**config.mk**
```make
export PLATFORM = sky130hd
export DESIGN_NAME = hs_tx_fifo_flat
export DESIGN_NICKNAME = d
export VERILOG_FILES = /design/src/rtl/hs_tx_pkg.sv /design/src/rtl/hs_tx_fifo_if.sv /design/src/rtl/hs_sync_fifo.sv /design/src/rtl/hs_tx_fifo.sv /design/src/flat_wrapper.sv
export SDC_FILE = /design/constraint.sdc
export NUM_CORES = 1
export LEC_CHECK = 0
export BUFFER_PORTS_ARGS = -buffer_cell sky130_fd_sc_hd__buf_2
export CAP_MARGIN = 5
export CELL_PAD_IN_SITES_DETAIL_PLACEMENT = 0
export CELL_PAD_IN_SITES_GLOBAL_PLACEMENT = 2
export CORE_ASPECT_RATIO = 1.25
export CORE_MARGIN = 1
export CORE_UTILIZATION = 35
export DETAILED_ROUTE_END_ITERATION = 16
export HOLD_SLACK_MARGIN = 0.15
export PLACE_DENSITY_LB_ADDON = 0.1
export SYNTH_ARGS = -nofsm -noshare
export SYNTH_HDL_FRONTEND = slang
export SYNTH_SLANG_ARGS = --single-unit
```
**constraint.sdc**
```tcl
create_clock -name clk1 -period 2.8 [get_ports clk1]
set_input_delay 0.7 -clock clk1 [delete_from_list [all_inputs] [get_ports clk1]]
set_output_delay 0.7 -clock clk1 [all_outputs]
set_load 0.05 [all_outputs]
```
**src/rtl/hs_tx_pkg.sv**
```systemverilog
// hs_tx_pkg: shared types and default parameters for the clk1-side
// four-phase sender and its FIFO.
package hs_tx_pkg;

  localparam int N_DEFAULT       = 8;
  localparam int DEPTH_DEFAULT   = 8;
  localparam int TIMEOUT_DEFAULT = 64;

  typedef enum logic [1:0] {
    IDLE    = 2'd0,
    REQ     = 2'd1,
    RELEASE = 2'd2
  } state_t;

  function automatic bit isPow2(input int v);
    return (v >= 2) && ((v & (v - 1)) == 0);
  endfunction

endpackage

```
**src/rtl/hs_tx_fifo_if.sv**
```systemverilog
// hs_tx_fifo_if: producer write port, occupancy status and the four-phase
// link towards the CDC block, bundled for hs_tx_fifo.
interface hs_tx_fifo_if #(
  parameter int N     = hs_tx_pkg::N_DEFAULT,
  parameter int DEPTH = hs_tx_pkg::DEPTH_DEFAULT
);
  localparam int LW = $clog2(DEPTH) + 1;

  logic          wrEn;
  logic [N-1:0]  wrData;
  logic          full;
  logic          empty;
  logic [LW-1:0] level;
  logic          validIn;
  logic [N-1:0]  dataIn;
  logic          ready;
  logic          timeoutErr;

  // master: the sender block; slave: producer plus CDC environment
  modport master (
    input  wrEn, wrData, ready,
    output full, empty, level, validIn, dataIn, timeoutErr
  );

  modport slave (
    output wrEn, wrData, ready,
    input  full, empty, level, validIn, dataIn, timeoutErr
  );

endinterface

```
**src/rtl/hs_sync_fifo.sv**
```systemverilog
// hs_sync_fifo: single-clock FIFO with extra-MSB pointers; full/empty/level
// derive from the registered pointers and writes while full are dropped.
module hs_sync_fifo
  import hs_tx_pkg::*;
#(
  parameter int N     = N_DEFAULT,
  parameter int DEPTH = DEPTH_DEFAULT,
  localparam int AW   = $clog2(DEPTH)
) (
  input  logic         clk,
  input  logic         rstN,
  input  logic         push,
  input  logic [N-1:0] pushData,
  input  logic         pop,
  output logic [N-1:0] headData,
  output logic         full,
  output logic         empty,
  output logic [AW:0]  level
);

  logic [N-1:0] mem [DEPTH];
  logic [AW:0]  wrPtr;
  logic [AW:0]  rdPtr;
  logic         doPush;
  logic         doPop;

  // full gates the push even when a pop lands on the same edge
  assign doPush = push && !full;
  assign doPop  = pop && !empty;

  always_ff @(posedge clk or negedge rstN) begin
    if (!rstN) begin
      wrPtr <= '0;
      rdPtr <= '0;
    end else begin
      if (doPush) wrPtr <= wrPtr + (AW + 1)'(1);
      if (doPop)  rdPtr <= rdPtr + (AW + 1)'(1);
    end
  end

  always_ff @(posedge clk) begin
    if (doPush) mem[wrPtr[AW-1:0]] <= pushData;
  end

  assign level    = wrPtr - rdPtr;
  assign empty    = (wrPtr == rdPtr);
  assign full     = (wrPtr[AW] != rdPtr[AW]) && (wrPtr[AW-1:0] == rdPtr[AW-1:0]);
  assign headData = mem[rdPtr[AW-1:0]];

endmodule

```
**src/rtl/hs_tx_fifo.sv**
```systemverilog
// hs_tx_fifo: buffers producer words and sends them one at a time over the
// four-phase validIn/ready link. Define HS_TX_TIMEOUT_EN to build the ack watchdog.
module hs_tx_fifo
  import hs_tx_pkg::*;
#(
  parameter int N       = N_DEFAULT,
  parameter int DEPTH   = DEPTH_DEFAULT,
  parameter int TIMEOUT = TIMEOUT_DEFAULT
) (
  input logic          clk1,
  input logic          reset_n,
  hs_tx_fifo_if.master bus
);

  localparam int LW = $clog2(DEPTH) + 1;

  if (!isPow2(DEPTH)) begin : gDepthCheck
    $error("hs_tx_fifo: DEPTH must be a power of two >= 2");
  end
  if (TIMEOUT < 2) begin : gTimeoutCheck
    $error("hs_tx_fifo: TIMEOUT must be >= 2");
  end

  state_t        state;
  logic [N-1:0]  headData;
  logic [N-1:0]  dataReg;
  logic          fifoFull;
  logic          fifoEmpty;
  logic [LW-1:0] fifoLevel;
  logic          launch;
  logic          timeoutHit;

  hs_sync_fifo #(.N(N), .DEPTH(DEPTH)) uFifo (
    .clk      (clk1),
    .rstN     (reset_n),
    .push     (bus.wrEn),
    .pushData (bus.wrData),
    .pop      (launch),
    .headData (headData),
    .full     (fifoFull),
    .empty    (fifoEmpty),
    .level    (fifoLevel)
  );

  // A launch is the only pop: the head word moves into dataReg as validIn rises
  assign launch = (state == IDLE) && !fifoEmpty && bus.ready;

  always_ff @(posedge clk1 or negedge reset_n) begin
    if (!reset_n) begin
      state   <= IDLE;
      dataReg <= '0;
    end else begin
      case (state)
        IDLE: begin
          if (launch) begin
            state   <= REQ;
            dataReg <= headData;
          end
        end
        REQ: begin
          if (!bus.ready || timeoutHit) state <= RELEASE;
        end
        RELEASE: begin
          if (bus.ready) state <= IDLE;
        end
        default: state <= IDLE;
      endcase
    end
  end

`ifdef HS_TX_TIMEOUT_EN
  localparam int CW = $clog2(TIMEOUT);

  logic [CW-1:0] toCnt;
  logic          toErr;

  // Cycles spent in REQ with ready still high; the word is abandoned at TIMEOUT
  assign timeoutHit = (state == REQ) && bus.ready && (toCnt == CW'(TIMEOUT - 1));

  always_ff @(posedge clk1 or negedge reset_n) begin
    if (!reset_n) begin
      toCnt <= '0;
      toErr <= 1'b0;
    end else begin
      if (launch)
        toCnt <= '0;
      else if ((state == REQ) && bus.ready)
        toCnt <= toCnt + CW'(1);
      if (timeoutHit) toErr <= 1'b1;
    end
  end

  assign bus.timeoutErr = toErr;
`else
  assign timeoutHit     = 1'b0;
  assign bus.timeoutErr = 1'b0;
`endif

  assign bus.validIn = (state == REQ);
  assign bus.dataIn  = dataReg;
  assign bus.full    = fifoFull;
  assign bus.empty   = fifoEmpty;
  assign bus.level   = fifoLevel;

endmodule

```
**src/flat_wrapper.sv**
```systemverilog
// flat-port wrapper written by rule: the top's interface ports become plain ports
module hs_tx_fifo_flat import hs_tx_pkg::*;
#(
  parameter int N       = N_DEFAULT,
  parameter int DEPTH   = DEPTH_DEFAULT,
  parameter int TIMEOUT = TIMEOUT_DEFAULT
)
  (clk1, reset_n, bus_wrEn, bus_wrData, bus_ready, bus_full, bus_empty, bus_level, bus_validIn, bus_dataIn, bus_timeoutErr);
  hs_tx_fifo_if #(.N(N), .DEPTH(DEPTH)) bus_i ();
  input logic clk1;
  input logic reset_n;
  input wire logic [$bits(bus_i.wrEn)-1:0] bus_wrEn;
  input wire logic [$bits(bus_i.wrData)-1:0] bus_wrData;
  input wire logic [$bits(bus_i.ready)-1:0] bus_ready;
  output wire logic [$bits(bus_i.full)-1:0] bus_full;
  output wire logic [$bits(bus_i.empty)-1:0] bus_empty;
  output wire logic [$bits(bus_i.level)-1:0] bus_level;
  output wire logic [$bits(bus_i.validIn)-1:0] bus_validIn;
  output wire logic [$bits(bus_i.dataIn)-1:0] bus_dataIn;
  output wire logic [$bits(bus_i.timeoutErr)-1:0] bus_timeoutErr;
  assign bus_i.wrEn = bus_wrEn;
  assign bus_i.wrData = bus_wrData;
  assign bus_i.ready = bus_ready;
  assign bus_full = bus_i.full;
  assign bus_empty = bus_i.empty;
  assign bus_level = bus_i.level;
  assign bus_validIn = bus_i.validIn;
  assign bus_dataIn = bus_i.dataIn;
  assign bus_timeoutErr = bus_i.timeoutErr;
  hs_tx_fifo #(.N(N), .DEPTH(DEPTH), .TIMEOUT(TIMEOUT)) u_core (.clk1(clk1), .reset_n(reset_n), .bus(bus_i));
endmodule
```
==> results of run 1 <==
## worst max path at each step
stage	startpoint	to	slack, ns	cells past startpoint
after CTS	u_core.uFifo.wrPtr[1]	bus_level[3]	0.11	5
after global routing	u_core.uFifo.wrPtr[1]	bus_level[3]	0.03	5
final	u_core.uFifo.wrPtr[1]	bus_level[3]	0.14	5
after detailed placement	u_core.uFifo.wrPtr[1]	bus_level[3]	0.48	5
after floorplan	u_core.uFifo.rdPtr[1]	bus_level[2]	0.09	5
after global placement	u_core.uFifo.wrPtr[1]	bus_level[3]	0.50	5
## layout make-up
class                   instances  area share (%)
well taps                     123            3.86
multi-input cells              93            22.4
clock buffers                  10            5.75
flip-flops and latches         82            59.5
inverters                       7           0.659
clock inverters                 6            2.29
repair buffers                 38            5.53
## layout by cell type (no fill, tap or decap), drive strengths merged, types with 2 or more instances in the layout
cell type / n
o21ai: 9
nand2b: 2
nand3: 2
nor2: 11
mux2i: 8
clkinvlp: 3
bufinv: 2
buf: 38
nor3: 2
xor2: 3
xnor2: 7
mux4: 16
edfxtp: 64
dfrtp: 18
inv: 7
ha: 5
clkbuf: 10
nand2: 19
## registers in the layout, indices dropped and copies added (netlist names)
| signal | flops |
|---|---|
| u_core.uFifo.wrPtr | 4 |
| u_core.uFifo.mem | 64 |
| u_core.bus.dataIn | 8 |
| u_core.state | 2 |
| u_core.uFifo.rdPtr | 4 |
## worst max-delay path, cell delays in order, from the launching register on
cell and delay, ns:
dfrtp_1 0.49, ha_1 0.36, a21o_1 0.16, a21oi_1 0.22
xnor2_2 0.13, buf_2 0.27
## stage by stage
stage | area [um^2] | setup WS [ns] | utilization [%] | std cells | hold WS [ns]
after detailed placement | 3660 | 0.479 | 39.7 | 343 | 0.472
after floorplan | 3360 | 0.0940 | - | 190 | 0.404
after CTS | 3990 | 0.111 | 43.2 | 359 | 0.302
after global routing | 3990 | 0.0300 | 43.2 | 359 | 0.321
final | 3990 | 0.135 | 43.2 | 359 | 0.296
after global placement | 3660 | 0.499 | 39.7 | 343 | 0.466
## power groups by stage
stage | registers [mW] | clock network (mW) | logic [mW]
finish | 1.74 | 1.23 | 2.18
global route | 1.77 | 1.31 | 2.36
CTS | 1.75 | 1.26 | 2.23
detailed placement | 1.77 | 0 | 2.22
global placement | 1.76 | 0 | 2.21
floorplan | 1.93 | 0 | 1.56
## kinds of logic after synthesis
kind of cell / Yosys count / synth area share (%)
AOI/OAI and AO/OA: 13 / 2.43
xor gates and xnor gates: 10 / 2.84
adders and majority gates: 6 / 2.46
buffers and inverters: 15 / 2.87
DFF: 82 / 70.7
muxes: 25 / 13.5
other: 1 / 0.112
and+or+nand+nor: 38 / 5.07
## per-layer routing
| layer | GRT usage, % | share of wire, % |
|---|---|---|
| met5 | 0 | 0 |
| met4 | 6.98 | 1.7 |
| met3 | 3.48 | 4.5 |
| met2 | 24.3 | 52 |
| met1 | 18.1 | 42 |
==> results.md, run 1 <==
* Top post-synthesis cells by area: edfxtp_1 (57%), dfrtp_1 (13%), mux4_2 (11%), mux2i_1 (2.4%), nand2_1 (2.1%)
* Most frequent cell after synthesis: edfxtp_1
* Endpoints failing setup at 0
* Dpl hpwl at 4300 um
* Pwr Total at 5.16 mW
* Area grow syn2layout at 18.8%
* Drt wl/cell at 18.0 um
* Mapped Cells at 190
* Mapped Avg Cell Area at 17.6 um^2
* Library cells used by synthesis at 30
* Die H at 111 um
* Crit Reg-Reg Startpoint: u_core.uFifo.wrPtr[1]
* Register area at 2370 um^2
* P_int at 3.14 mW
* Final period utilization at 95.2%
* Sw power at 2.02 mW
* Syn Std Cell Area at 3350 um^2
* Worst-Skew Late Latency at 0.33 ns
* TNS Setup at 0 ns
* FF+latch count, synth at 82
* Largest net degree at the start of global routing at 20
* Pwr/cell area at 1290 nW/um^2
* Total of max-cap violations at 0
* Fillers at 830
* Core ar. at 9220 um^2
* Routability congestion estimate at 0.725
* Area of the multi-input gates at 892 um^2
* Final net count at 249
* Initial Utilization at 36.4%
* Max FO, Critical Path at 9
* Critical path class: flop to primary output
* Ys flop type: edfxtp_1
* Worst Skew at 0.00575 ns
* Switching share of total power at 39.1%
* Combinational Power Share at 42.2%
* I/O pin total at 28
* Htree depth at 3
* Vias at 1715
* CTS tree: built
* Synth top cells by count: edfxtp_1 (64), nand2_1 (19), dfrtp_1 (18)
* Row Count at 39
* Register area share after synthesis at 70.7%
* R2R depth at 5
* Critical path arrival at 1.96 ns
* 1st-pass router iterations at 4
* Flop pwr share at 33.8%
* Min Tclk post-route at 2.66 ns
* Die area at 9980 um^2
* EDFF count, synth at 64
* Vias per cell at 4.78
* Async S/R FF share, synth at 22.0%
* FF-to-FF End: u_core.uFifo.mem[7][7]
* Reg2Reg Setup Slack at 0.60 ns
* Lkg Pwr at 1.51 nW
* Initial drt markers at 100
* Hold crit path type: input port to asynchronous set/reset pin
* Warnings from Yosys at 0
* Synth top area share at 57.3%
* Initial antenna violation count at 0
* Vias in the first global route at 1785
* CTS clk-pin slew, worst paths at 0.06 ns
* Share of cells above drive strength 1 at 32.2%
* CTS Buffer Depth at 2
* Peak VDD IR at 0.420 mV
* CTS Sinks at 82
* CTS Buf Count at 9
* Post-CTS Resized at 0
* Worst setup SP type: flop
* Status: completed
* Fin. Hold Viols at 0
* Net Count, Synth at 208
* I/O Buffers at 26
* First-pass GRT wire length at 10000 um
* Antenna cell count at 0
* Post-Route WL at 6450 um
* Final ANT Viol Nets at 0
* Die width at 89.5 um
* Clock share of power at 23.9%
* Most area-hungry cell type in the Yosys netlist: edfxtp_1
* # DRC at 0
* Critical Path Sink Type: primary output
* Gr usage total at 14.8%
* Post CTS Setup Buffer Count at 0
* # hold bufs at CTS at 0
* Fmax at 375 MHz
* Pins over their slew limit at 0
* Unrepaired setup endpoints after global routing: no
* Clock tree root driver cell: clkbuf_16
* Congestion Overflow GR at 0
* Req. time, crit path at 2.10 ns
(Power assumes the default switching activity.)
==> run 2, diff against run 1 <==
Settings changed: CTS_BUF_LIST set to sky130_fd_sc_hd__clkbuf_4 sky130_fd_sc_hd__clkbuf_8 sky130_fd_sc_hd__clkbuf_16.
==> results.md, run 2 (same netlist as run 1, synthesis figures left out) <==
* CTS Buf Count at 9 (unchanged)
* Hold crit path type: input port to asynchronous set/reset pin
* Setup ws final at 0.134 ns (-0.00103 ns)
* Vias in the first global route at 1790 (+0.28%)
* CTS Buffer Depth at 2 (unchanged)
* CP cell instances: ha_1 > a21o_1 > a21oi_1 > xnor2_2 > buf_2
* Endpoints failing setup at 0 (unchanged)
* Final net count at 249 (unchanged)
* Vias at 1715 (unchanged)
* TNS Setup at 0 ns (unchanged)
* # DRC at 0 (unchanged)
* Final period utilization at 95.2% (about the same)
* Gr usage total at 14.8% (+0.015 points)
* Routability congestion estimate at 0.725 (unchanged)
* Total of max-cap violations at 0 (unchanged)
* Lkg Pwr at 1.51 nW (+0.23%)
* Die width at 89.5 um (unchanged)
* Largest register FFs at 64 (unchanged)
* Critical Path Sink Type: primary output
* Unrepaired setup endpoints after global routing: no
* Post-CTS Resized at 0 (unchanged)
* Delay of the slowest cell on the worst path at 0.49 ns (about the same)
* Area of the multi-input gates at 892 um^2 (unchanged)
* Max stage delay cell, worst path: dfrtp_1
* Min Tclk post-route at 2.67 ns (+0.00103 ns)
* CTS tree: built
* Buf+Inv Stages, Crit Path at 1 (unchanged)
* Congestion Overflow GR at 0 (unchanged)
* First-pass GRT wire length at 10000 um (about the same)
* Critical path arrival at 1.97 ns (about the same)
* Final ANT Viol Nets at 0 (unchanged)
* Family with the most delay on the worst path: flip-flops
* Initial antenna violation count at 0 (unchanged)
* Req. time, crit path at 2.10 ns (about the same)
* CTS Sinks at 82 (unchanged)
* Worst Skew at 0.00669 ns (+0.000932 ns)
* Most frequent cells in the layout: edfxtp_1 (64), buf_2 (26), nand2_1 (19)
* Share of cells above drive strength 1 at 32.6% (+0.42 points)
* Core ar. at 9220 um^2 (unchanged)
* Fillers at 828 (-0.24%)
* Pwr/cell area at 1300 nW/um^2 (+0.10%)
* Dpl hpwl at 4300 um (unchanged)
* I/O pin total at 28 (unchanged)
* Clock tree root driver cell: clkbuf_16
* Final cell count without fillers at 359 (unchanged)
* # hold bufs at CTS at 0 (unchanged)
* I/O Buffers at 26 (unchanged)
* Die area at 9980 um^2 (unchanged)
* Status: completed
* Worst Setup SP: u_core.uFifo.wrPtr[1]
* Largest net degree at the start of global routing at 20 (unchanged)
* Fin. Hold Viols at 0 (unchanged)
* Critical path class: flop to primary output
* Antenna cell count at 0 (unchanged)
* CTS clk-pin slew, worst paths at 0.06 ns (about the same)
* Drt wl/cell at 17.9 um (-0.19%)
* Die H at 111 um (unchanged)
* Max FO, Critical Path at 9 (unchanged)
* Post-Route WL at 6440 um (-0.19%)
* Post CTS Setup Buffer Count at 0 (unchanged)
* Worst setup SP type: flop
* 1st-pass router iterations at 4 (unchanged)
* Placed cell count at 343 (unchanged)
* Area grow syn2layout at 19.0% (about the same)
* Worst-Skew Late Latency at 0.34 ns (about the same)
* Most common cell after layout, fill and taps aside: edfxtp_1
* Peak VDD IR at 0.421 mV (about the same)
* Crit Reg-Reg Startpoint: u_core.uFifo.wrPtr[1]
* Register area at 2370 um^2 (unchanged)
* Pre-CTS setup slack at 0.479 ns (unchanged)
* Row Count at 39 (unchanged)
* Initial drt markers at 97 (-3.0%)
* Htree depth at 3 (unchanged)
* Vias per cell at 4.78 (unchanged)
* Fmax at 375 MHz (about the same)
* Initial Utilization at 36.4% (unchanged)
* Pins over their slew limit at 0 (unchanged)
[run 2: through the flow]
| step | hold slack [ns] | area [um^2] | total power [mW] | util, % |
|---|---|---|---|---|
| after floorplan | 0.404 | 3360 | 3.49 | - |
| after global placement | 0.466 | 3660 | 3.96 | 39.7 |
| after detailed placement | 0.472 | 3660 | 3.99 | 39.7 |
| after CTS | 0.302 | 3990 | 5.24 | 43.3 |
| after global routing | 0.321 | 3990 | 5.45 | 43.3 |
| final | 0.295 | 3990 | 5.17 | 43.3 |
[run 2: worst paths after layout]
path / to / cells after the start / slack [ns]
min: u_core.uFifo.wrPtr[2] / 1 / 0.29
max in group asynchronous: u_core.uFifo.rdPtr[1] / 1 / 2.20
max: bus_level[3] / 5 / 0.13
min reg2reg: u_core.bus.dataIn[4] / 2 / 0.48
min in group clk1: u_core.bus.dataIn[4] / 2 / 0.48
max reg2reg: u_core.uFifo.mem[7][7] / 5 / 0.60
[run 2: layout make-up]
class                           instances  area share [%]
Sequential cell                        82            59.5
Multi-Input combinational cell         93            22.4
Clock buffer                           10            5.83
Timing Repair Buffer                   38            5.52
Tap cell                              123            3.86
Clock inverter                          6            2.29
Inverter                                7           0.659
[run 2: routing by layer]
layer | GRT usage [%] | vias up | routed length, um
met4 | 6.98 | 0 | 112
met5 | 0 | - | 0
met3 | 3.48 | 13 | 288
met2 | 24.4 | 42 | 3370
met1 | 18.1 | 871 | 2670
li1 | - | 789 | -
[run 2: report_power, final]
part / internal (mW) / switching (mW) / leakage [nW]
logic: 0.756 / 1.42 / 0.562
clock network: 0.791 / 0.454 / 0.148
registers: 1.60 / 0.145 / 0.800
total: 3.15 / 2.02 / 1.51
==> run 3, diff against run 2 <==
Settings changed: ABC_AREA set to 1.
==> results.md, run 3 <==
* Endpoints failing setup at 0 (unchanged)
* Most frequent cells in the layout: nand2_1 (123), edfxtp_1 (64), inv_1 (58)
* Clock tree root driver cell: clkbuf_16
* Mapped Avg Cell Area at 10.0 um^2 (-43%)
* Routability congestion estimate at 0.730 (+0.68%)
* Largest register FFs at 64 (unchanged)
* Worst Setup SP: u_core.uFifo.rdPtr[2]
* TNS Setup at 0 ns (unchanged)
* Largest net degree at the start of global routing at 37 (+85%)
* End point of the critical path: bus_level[3]
* R2R depth at 10 (+5)
* CTS Sinks at 82 (unchanged)
* Fillers at 1004 (+21%)
* Pwr/cell area at 1210 nW/um^2 (-6.8%)
* Share of cells above drive strength 1 at 16.6% (-16 points)
* EDFF count, synth at 64 (unchanged)
* FF-to-FF End: u_core.uFifo.mem[6][7]
* Placed cell count at 522 (+52%)
* Post-Route WL at 8350 um (+30%)
* Final net count at 422 (+69%)
* Post CTS Setup Buffer Count at 0 (unchanged)
* Library cells used by synthesis at 23 (-23%)
* Core ar. at 10200 um^2 (+10%)
* Net Count, Synth at 386 (+86%)
* Critical Path Sink Type: primary output
* Critical path arrival at 1.92 ns (-0.05 ns)
* Post-CTS Resized at 0 (unchanged)
* Vias per cell at 4.43 (-7.3%)
* Reg2Reg Setup Slack at 0.65 ns (+0.05 ns)
* CTS Buffer Depth at 2 (unchanged)
* Worst Skew at 0.00657 ns (-0.000116 ns)
* Synth top area share at 52.2% (-5.2 points)
* Register area share after synthesis at 64.4% (-6.4 points)
* Status: completed
* Ys flop type: edfxtp_1
* FF+latch count, synth at 82 (unchanged)
* First-pass GRT wire length at 12900 um (+28%)
* Crit Reg-Reg Startpoint: u_core.uFifo.rdPtr[2]
* Worst-Skew Late Latency at 0.34 ns (about the same)
* Main combinational cell family by area after synthesis: simple AND/OR/NAND/NOR gates
* CTS clk-pin slew, worst paths at 0.06 ns (about the same)
* Final cell count without fillers at 538 (+50%)
* Area grow syn2layout at 16.2%
* Initial Utilization at 36.3% (-0.081 points)
* Fmax at 381 MHz (+1.7%)
* Slew at the pin closest to its max-slew limit at 0.625 ns
* CTS tree: built
* Warnings from Yosys at 0 (unchanged)
* Die area at 10900 um^2 (+9.7%)
* # DRC at 0 (unchanged)
* Drt wl/cell at 15.5 um (-14%)
* Antenna cell count at 0 (unchanged)
* Total of max-cap violations at 0 (unchanged)
* Flop pwr share at 32.9% (-0.9 points)
* Clock share of power at 22.3% (-1.8 points)
* Simple-gate portion of the synthesized area at 22.2% (+17 points)
* Congestion Overflow GR at 0 (unchanged)
* Dpl hpwl at 5280 um (+23%)
* Htree depth at 3 (unchanged)
* Sw power at 2.29 mW (+14%)
* Peak VDD IR at 0.471 mV (+12%)
* P_int at 2.88 mW (-8.5%)
* Compound-Gate Fraction of Synth Area at 1.12% (-1.3 points)
* Die width at 93.8 um (+4.7%)
* Vias at 2383 (+39%)
* Fraction of the mapped netlist area in adder cells at 2.24% (-0.22 points)
* Most common cell after layout, fill and taps aside: nand2_1
* Req. time, crit path at 2.10 ns (about the same)
* Most area-hungry cell type in the Yosys netlist: edfxtp_1
* Mux share of post-synthesis cell area at 0% (-13 points)
* Die H at 117 um (+4.7%)
* Fin. Hold Viols at 0 (unchanged)
* Worst setup SP type: flop
* Lkg Pwr at 1.97 nW (+30%)
* Initial antenna violation count at 0 (unchanged)
* 1st-pass router iterations at 4 (unchanged)
* Max FO, Critical Path at 10 (+1)
* Hold crit path type: input port to asynchronous set/reset pin
* Post-synthesis xor/xnor area fraction at 1.43% (-1.4 points)
* Unrepaired setup endpoints after global routing: no
* Row Count at 41 (+5.1%)
* Synth top cells by count: nand2_1 (123), edfxtp_1 (64), inv_1 (58)
* Gr usage total at 17.0% (+2.2 points)
* I/O pin total at 28 (unchanged)
* Critical path class: flop to primary output
* Final ANT Viol Nets at 0 (unchanged)
* Pins over their slew limit at 0 (unchanged)
* Switching share of total power at 44.3% (+5.2 points)
* Worst slew margin at 58.2%
* Min Tclk post-route at 2.62 ns (-0.0435 ns)
* Final period utilization at 93.7% (-1.6 points)
* Mapped Cells at 368 (+94%)
* Async S/R FF share, synth at 22.0% (unchanged)
* # hold bufs at CTS at 0 (unchanged)
* Top post-synthesis cells by area: edfxtp_1 (52%), nand2_1 (13%), dfrtp_1 (12%), nand3_1 (6.7%), inv_1 (5.9%)
* Syn Std Cell Area at 3680 um^2 (+9.9%)
* Vias in the first global route at 2310 (+29%)
* Combinational Power Share at 44.8% (+2.7 points)
* Most frequent cell after synthesis: nand2_1
* CTS Buf Count at 9 (unchanged)
* I/O Buffers at 26 (unchanged)
* Initial drt markers at 122 (+26%)
-- run 3: changes by cell type after synthesis, sizes merged, moves of 2 or more --
cell	delta
o21ai	-5
inv	+57
mux2i	-8
mux4	-16
xor2	+2
buf	+5
nand3	+49
xnor2	-6
nand2b	-2
nand2	+108
nor3	-2
-- run 3: final cells by class --
class / instances / area [um^2] / share of cell area, %
Inverter: 64 / 240 / 5.61
Multi-Input combinational cell: 209 / 998 / 23.3
Timing Repair Buffer: 38 / 220 / 5.14
Clock inverter: 6 / 57.6 / 1.34
Tap cell: 129 / 161 / 3.77
Sequential cell: 82 / 2370 / 55.4
Clock buffer: 10 / 233 / 5.43
-- run 3: kinds of logic after synthesis --
family / Yosys count
compound gates: 6
xor+xnor: 6
fa+ha+maj: 6
buf+inv: 77
flops: 82
other cells: 1
simple gates: 190
-- run 3: worst min-delay path by stage --
stage	startpoint	end	slack (ns)	cells after the start
2_1_floorplan	reset_n	u_core.bus.dataIn[0]	0.40	0
3_3_place_gp	u_core.bus.dataIn[0]	u_core.bus.dataIn[0]	0.46	2
3_5_place_dp	u_core.bus.dataIn[6]	u_core.bus.dataIn[6]	0.46	2
4_1_cts	reset_n	u_core.bus.dataIn[6]	0.30	1
5_1_grt	reset_n	u_core.bus.dataIn[1]	0.32	1
6_report	reset_n	u_core.uFifo.wrPtr[1]	0.29	1
-- run 3: stage by stage --
stage / setup slack, ns / hold slack, ns / total power [mW] / instance area (um^2) / utilization, %
final: 0.178 / 0.290 / 5.17 / 4280 / 42.2
after floorplan: 0.0267 / 0.404 / 3.47 / 3680 / -
after global routing: 0.0567 / 0.321 / 5.51 / 4280 / 42.2
after detailed placement: 0.523 / 0.462 / 4.09 / 3990 / 39.3
after global placement: 0.552 / 0.462 / 4.08 / 3990 / 39.3
after CTS: 0.153 / 0.300 / 5.25 / 4280 / 42.2
-- run 3: worst max-delay path, stage by stage, from the launching register on --
cell and delay, ns:
dfrtp_1 0.36, inv_2 0.11, ha_1 0.36, nand2_1 0.12
o21ai_0 0.20, xor2_1 0.16, buf_2 0.27
-- run 3: routing by layer --
layer / GRT usage [%] / routed length, um / vias to the layer above / share of wire, %
li1: - / - / 1240 / -
met1: 21.0 / 3880 / 1090 / 47
met2: 28.9 / 4080 / 43 / 49
met3: 3.19 / 242 / 10 / 2.9
met4: 7.90 / 144 / 0 / 1.7
met5: 0 / 0 / - / 0
-- run 3: power by group through the flow --
stage | clock network (mW) | logic, mW | registers (mW)
final | 1.15 | 2.32 | 1.70
after global routing | 1.23 | 2.54 | 1.73
after CTS | 1.18 | 2.37 | 1.71
after detailed placement | 0 | 2.36 | 1.73
after global placement | 0 | 2.36 | 1.72
after floorplan | 0 | 1.57 | 1.90
